File: src/rtl/pulse_req_tx.sv
// pulse_req_tx: source side of a four-phase req/ack pulse crossing, clocked on clka.
// Each accepted pulse on pulse_ina becomes a request level on req_a. The request
// is held until the synchronised acknowledge rises, and the handshake finishes
// when the acknowledge falls again. Pulses that arrive while a handshake is in
// flight are flagged on drop_a and counted, saturating, on drop_cnt_a.
//
// Optional build macro: PULSE_PEND_EN
//   When defined, one pulse arriving while busy is held in a pending flag. It
//   starts a new handshake directly from the RELEASE exit, with no IDLE cycle.
//
// state   | meaning
// --------+------------------------------------------------------------------
// IDLE    | no handshake in flight; the only state in which a pulse is accepted
// REQ     | req_a high; waiting for the synchronised ack to rise
// RELEASE | req_a low; waiting for the synchronised ack to fall

module pulse_req_tx #(
    parameter int SYNC_STAGES = 2,
    parameter int CNT_W       = 8
) (
    input  logic             clka,
    input  logic             rst_n,
    input  logic             pulse_ina,
    input  logic             ack_b,
    output logic             req_a,
    output logic             busy_a,
    output logic             done_a,
    output logic             drop_a,
    output logic [CNT_W-1:0] drop_cnt_a
);

    typedef enum logic [1:0] {
        ST_IDLE    = 2'd0,
        ST_REQ     = 2'd1,
        ST_RELEASE = 2'd2
    } state_t;

    localparam logic [CNT_W-1:0] CNT_ONE = {{(CNT_W-1){1'b0}}, 1'b1};
    localparam logic [CNT_W-1:0] CNT_MAX = {CNT_W{1'b1}};

    state_t                 state;
    logic [SYNC_STAGES-1:0] ack_sync;
    logic                   ack_s;
    logic                   drop_evt;
`ifdef PULSE_PEND_EN
    logic                   pend;
`endif

    // ack_b crosses into clka through a plain flop chain; nothing else looks at ack_b
    always_ff @(posedge clka or negedge rst_n) begin
        if (!rst_n) begin
            ack_sync <= '0;
        end else begin
            ack_sync <= {ack_sync[SYNC_STAGES-2:0], ack_b};
        end
    end

    assign ack_s = ack_sync[SYNC_STAGES-1];

    // A pulse is discarded whenever it is sampled outside IDLE and cannot be parked
    always_comb begin
        drop_evt = 1'b0;
        if (pulse_ina && (state != ST_IDLE)) begin
`ifdef PULSE_PEND_EN
            // With the pending slot free the pulse is parked or, on the exit edge,
            // starts the next handshake directly; only a full slot loses it.
            drop_evt = pend;
`else
            drop_evt = 1'b1;
`endif
        end
    end

    // Handshake sequencer with registered req/busy/done/drop outputs
    always_ff @(posedge clka or negedge rst_n) begin
        if (!rst_n) begin
            state  <= ST_IDLE;
            req_a  <= 1'b0;
            busy_a <= 1'b0;
            done_a <= 1'b0;
            drop_a <= 1'b0;
`ifdef PULSE_PEND_EN
            pend   <= 1'b0;
`endif
        end else begin
            done_a <= 1'b0;
            drop_a <= drop_evt;
            case (state)
                ST_IDLE: begin
                    // A stale ack left over from a reset is ignored here; REQ will
                    // see it and move straight on to RELEASE.
                    if (pulse_ina) begin
                        state  <= ST_REQ;
                        req_a  <= 1'b1;
                        busy_a <= 1'b1;
                    end
                end

                ST_REQ: begin
                    if (ack_s) begin
                        state <= ST_RELEASE;
                        req_a <= 1'b0;
                    end
`ifdef PULSE_PEND_EN
                    if (pulse_ina && !pend) begin
                        pend <= 1'b1;
                    end
`endif
                end

                ST_RELEASE: begin
                    if (!ack_s) begin
                        done_a <= 1'b1;
`ifdef PULSE_PEND_EN
                        // Chain straight into the next request so busy_a never dips
                        if (pend || pulse_ina) begin
                            state <= ST_REQ;
                            req_a <= 1'b1;
                            pend  <= 1'b0;
                        end else begin
                            state  <= ST_IDLE;
                            busy_a <= 1'b0;
                        end
`else
                        state  <= ST_IDLE;
                        busy_a <= 1'b0;
`endif
                    end
`ifdef PULSE_PEND_EN
                    else if (pulse_ina && !pend) begin
                        pend <= 1'b1;
                    end
`endif
                end

                default: begin
                    state  <= ST_IDLE;
                    req_a  <= 1'b0;
                    busy_a <= 1'b0;
                end
            endcase
        end
    end

    // Saturating count of discarded pulses; holds at all-ones instead of wrapping
    always_ff @(posedge clka or negedge rst_n) begin
        if (!rst_n) begin
            drop_cnt_a <= '0;
        end else if (drop_evt && (drop_cnt_a != CNT_MAX)) begin
            drop_cnt_a <= drop_cnt_a + CNT_ONE;
        end
    end

endmodule

File: config.mk
export PLATFORM = sky130hd
export DESIGN_NAME = pulse_req_tx
export DESIGN_NICKNAME = d
export VERILOG_FILES = /design/src/rtl/pulse_req_tx.sv
export SDC_FILE = /design/constraint.sdc
export NUM_CORES = 1
export LEC_CHECK = 0
export BUFFER_PORTS_ARGS = -buffer_cell sky130_fd_sc_hd__buf_2
export CAP_MARGIN = 10
export CORE_MARGIN = 8
export CORE_UTILIZATION = 50
export CTS_CLUSTER_DIAMETER = 100
export DETAILED_ROUTE_END_ITERATION = 8
export PLACE_DENSITY = 0.75
export SETUP_SLACK_MARGIN = 0.3
export SLEW_MARGIN = 20
export SYNTH_ARGS = -nofsm -noshare
export SYNTH_HDL_FRONTEND = slang
export SYNTH_SLANG_ARGS = --single-unit
File: constraint.sdc
create_clock -name clka -period 1.55 [get_ports clka]
set_clock_uncertainty 0.05 [all_clocks]
set_input_delay 0.31 -clock clka [delete_from_list [all_inputs] [get_ports clka]]
set_output_delay 0.31 -clock clka [all_outputs]
set_load 0.01 [all_outputs]
# Word level (Yosys, flattened, before mapping)
# Index checks and enable logic that the tools add are counted.
# word_totals
elab_cells	35
regBits	16
in_bits	4
# op_classes
addsub	1
bitwise	2
n_mux	12
reduce_logical	7
n_eq_ne	6
# op_table
cell	n
AND reduction 3 bit	3
adder 8 x 1 -> 8 bit, second input constant	1
inequality test 8 bit, second input constant	1
2-to-1 mux 1 bit	6
2-to-1 mux 2 bit	3
inequality test 2 bit, second input constant	3
case mux 1 bit (3 select lines)	2
case mux 2 bit (3 select lines)	1
equality test 2 x 1 -> 1 bit, second input constant	1
equality test 2 bit, second input constant	1
logical AND 1 bit	2
zero test 2 bit	1
inverter 1 bit	2
nonzero test 2 bit	1

# Depth between registers and ports, before layout
# depth
word_depth	4
ltp_mapped	4
mapped_depth_nobuf	4

# Worst setup path before layout
# Ideal clock, no wire load.
# synth_timing
path_type	reg-to-reg
from	register drop_cnt_a[0]
to	register drop_cnt_a[6]
n_path_buf	0
stages_incl_launch_ff	5
path_slack_ns	0.076
t_arrival_ns	1.300
path_cell_list	dfrtp_1 -> ha_1 -> nand3_2 -> nor3_1 -> mux2_2
# synth_between
elab_chain_cells	2
elab_cells_between_ends	3
classes_between	add/sub (1); eq/ne (1); reduce/logical (1)
# synth_rtl
element	line	rtl
from (decl)	29	output logic [CNT_W-1:0] drop_cnt_a
from (signal assigned)	150	drop_cnt_a <= drop_cnt_a + CNT_ONE;
parallel branches: the longest is 2 deep, another holds adder 8 x 1 -> 8 bit	-	
# Parallel ways; which one is timed is not known.
# A chain may end at the register's enable or synchronous reset.

# Final worst setup path
# layout_timing
from	register drop_cnt_a[1]
to	register drop_cnt_a[1]
# The elaborated chain is that of the path after synthesis.

==> Flow_metrics.wiki <==
{| class="wikitable"
! Metric !! Value
|-
| Outcome || finished clean
|-
| Area of the die || around 0.0029 mm2
|-
| Clock latency reported for the late side of the worst-skew pair || approximately 0.29 ns
|-
| Share of synthesized cell area in and, or, nand and nor gates || about 15%
|-
| Routed len/inst || about 16 um
|-
| Period utilization || between 90% and 100%
|-
| Critical Path AT || roughly 1.5 ns
|-
| Top cells by area, synth || sky130_fd_sc_hd__dfrtp_1 (57%), sky130_fd_sc_hd__xnor2_1 (5.0%), sky130_fd_sc_hd__mux2_4 (4.3%), sky130_fd_sc_hd__mux2_2 (3.2%), sky130_fd_sc_hd__nand3_2 (2.9%)
|-
| Worst Path Max Fanout || 6
|-
| TritonCTS clock tree || yes
|-
| Number of rows in the core area || 13
|-
| Relative max-transition margin || roughly 76%
|-
| Antenna-violating nets left || 0
|-
| IR Drop Worst-Case VDD || between 1 and 1.5 mV
|-
| Number of optimization iterations in the first detailed-route pass || 4
|-
| Synthesized-area fraction occupied by adder cells || between 1.5 and 2%
|-
| Final-stage net count || 100
|-
| Placeable core area || about 0.0013 mm2
|-
| Vias post-DR || ~590
|-
| Static leakage || ~0.5 nW
|-
| Avg Cell Area, Syn || ~12 um2
|-
| Count of endpoints failing hold in the final timing report || 0
|-
| Final count of pins violating max slew || 0
|-
| Wire length of the first global-routing pass || 2.95 mm
|-
| Critical path cell sequence || ha_4, nand3_4, o21ai_2, mux2_4
|-
| Total power density per cell area || 1820 mW/mm2
|-
| Cell type with the largest total area after synthesis || sky130_fd_sc_hd__dfrtp_1
|-
| DRC marker count from the first detailed-route iteration || 14
|-
| Root Driver || sky130_fd_sc_hd__clkbuf_4
|-
| Placement Setup Slack || 0.175 ns
|-
| Post-synth net total || 64
|-
| Register-to-Register Path Depth || 4
|-
| Hold-critical path depth || 1
|-
| Number of buffers inserted during clock tree synthesis || 3
|-
| CP endpoint kind || flip-flop
|-
| Clock-pin slew reported for the worst setup and hold paths after clock tree synthesis || 0.10 ns
|-
| Pin count of the biggest net entering global routing || 17
|-
| Ranking of synthesized cells by instance count || sky130_fd_sc_hd__dfrtp_1 (16), sky130_fd_sc_hd__nor2_1 (5), sky130_fd_sc_hd__nand2_1 (4), sky130_fd_sc_hd__xnor2_1 (4), sky130_fd_sc_hd__inv_1 (3)
|-
| Area Growth Syn to Fin || 49.7%
|-
| Post-synthesis sequential element count || 16
|-
| Starting density of the core || 53.9%
|-
| Number of instances in the synthesized netlist || between 50 and 60
|-
| Worst min-delay path class || input pin to flip-flop
|-
| Number of antenna violations at the first check in global routing || 0
|-
| Number of top-level pins || 16
|-
| Final setup vio count || 0
|-
| Dominant combinational cell family by area after synthesis || simple AND/OR/NAND/NOR gates
|-
| Critical path's largest stage delay || 0.42 ns
|-
| Number of clock sinks || 16
|-
| Worst setup path category || flip-flop to flip-flop
|-
| Number of violations of the max-capacitance limit || 0
|-
| Accumulated negative setup slack || 0 ns
|-
| Share of post-route cells with drive strength above 1 || between 50% and 60%
|-
| Setup repair after global routing missed its margin || true
|-
| Cell area after synthesis || 702 um2
|-
| Die Height || ~53 um
|-
| Count of buffers from port buffering || 15
|-
| Routability-driven placement congestion ratio || between 0.7 and 0.8
|-
| Slowest stage cell on the critical path || sky130_fd_sc_hd__dfrtp_2
|-
| Category of the worst setup path launch point || flip-flop
|-
| Hpwl dp || a little under 1 mm
|-
| Achievable Freq || around 710 MHz
|-
| Floorplan die width || between 50 and 60 um
|-
| Async SR Flop Fraction || 100%
|-
| Number of global-route vias before repair || 603
|-
| CTS max path bufs || 2
|-
| Post-route worst setup slack || between 0.1 and 0.15 ns
|-
| Multiplexer area fraction after synthesis || between 8 and 9%
|-
| Vias per inst || approximately 5.4
|-
| Count leader, synth || sky130_fd_sc_hd__dfrtp_1
|-
| H-tree levels || 1
|-
| Primary flip-flop cell chosen by synthesis mapping || sky130_fd_sc_hd__dfrtp_1
|-
| Count of different cell masters after synthesis || 25
|-
| Total GRT Usage || approximately 14%
|-
| Routed wire length || roughly 1.8 mm
|-
| Number of antenna diodes || 0
|-
| Actual slew at the worst max-slew pin || roughly 0.36 ns
|-
| DRC violations left || 0
|-
| Sequential share of the synthesized area || a little under three fifths
|-
| Post-layout minimum cycle time || 1.40 ns
|-
| Synthesis Warnings || 0
|-
| Number of flops mapped to enable cells by yosys || 0
|-
| Global route total overflow || 0
|-
| Required @ worst endpoint || ~1.7 ns
|-
| Power Total || roughly 1.9 mW
|-
| Synth Area in XOR/XNOR || around 5%
|-
| Compound-gate portion of the synthesized area || roughly a tenth
|-
| Area share of the largest cell type after synthesis || between 50% and 60%
|}
[path summary, 6_finish.rpt]
path,startpoint,end,slack [ns]
max,drop_cnt_a[1],drop_cnt_a[1],0.15
min,ack_b,ack_sync[0],0.07
max reg2reg,drop_cnt_a[1],drop_cnt_a[1],0.15
min reg2reg,ack_sync[0],ack_sync[1],0.31
max in group asynchronous,rst_n,state[1],0.76
min in group asynchronous,rst_n,drop_a,0.41
[flip-flops by register name (all words and copies together) (netlist names)]
name and flops:
ack_sync 2, busy_a 1, done_a 1, drop_a 1
drop_cnt_a 8, req_a 1, state 2
[cell usage in the layout (no fill, tap or decap), types with 3 or more instances in the layout]
cell	instances
sky130_fd_sc_hd__buf_4	12
sky130_fd_sc_hd__xnor2_1	4
sky130_fd_sc_hd__clkbuf_4	3
sky130_fd_sc_hd__dfrtp_2	7
sky130_fd_sc_hd__nand2_1	3
sky130_fd_sc_hd__nor2_1	4
sky130_fd_sc_hd__dfrtp_1	9
sky130_fd_sc_hd__buf_2	10
sky130_fd_sc_hd__mux2_4	4
sky130_fd_sc_hd__inv_1	3
sky130_fd_sc_hd__buf_6	8
[per-stage QoR]
stage / instance area, um2 / util, % / cells / hold WS [ns]
after floorplan: 731 / - / 59 / -0.0356
after global placement: 832 / 63.9 / 90 / 0.185
after detailed placement: 832 / 63.9 / 90 / 0.189
after CTS: 993 / 76.3 / 106 / 0.0706
after global routing: 1050 / 80.8 / 109 / 0.0712
final: 1050 / 80.8 / 109 / 0.0719
[routing by layer]
metal / up-vias / GRT usage (%) / wire length (um)
li1: 276 / - / -
met4: 0 / 6.72 / 49
met2: 20 / 22.5 / 810
met3: 6 / 3.64 / 122
met1: 287 / 17.6 / 806
met5: - / 0 / 0
[critical path, delay by kind of cell (launching register included)]
family,cells,cell delay (ns)
adder cells (fa/ha/maj),1,0.16
AO/OA/AOI/OAI,1,0.23
multiplexers,1,0.32
AND/OR/NAND/NOR,1,0.10
flip-flops,1,0.42
[timing repair]
action                     in CTS  in global routing
setup endpoints to repair      10                 14
pin swaps                       2                  2
hold buffers                    1                  0
hold endpoints to repair       16                  0
setup buffers                  11                  3
resized for setup               9                  8
[cell families (layout without fill, tap and decap cells)]
logic type	after synthesis	in the layout
simple gates	19	19
flops	16	16
compound gates	10	10
mux	5	5
xor+xnor	4	4
buf+inv	4	39
fa+ha+maj	1	1
[where the power goes]
group          internal (mW)  switching, mW
clock network          0.143          0.134
registers              0.575          0.176
logic                  0.494          0.395
total                   1.21          0.705
[cell type report]
cell class                      instances  area, um2
Sequential cell                        16        409
Multi-Input combinational cell         39        329
Fill cell                              70        250
Timing Repair Buffer                   31        240
Clock buffer                            4       36.3
Tap cell                               15       18.8
Inverter                                4       17.5
No activity file was read; power rests on OpenSTA's default activity.
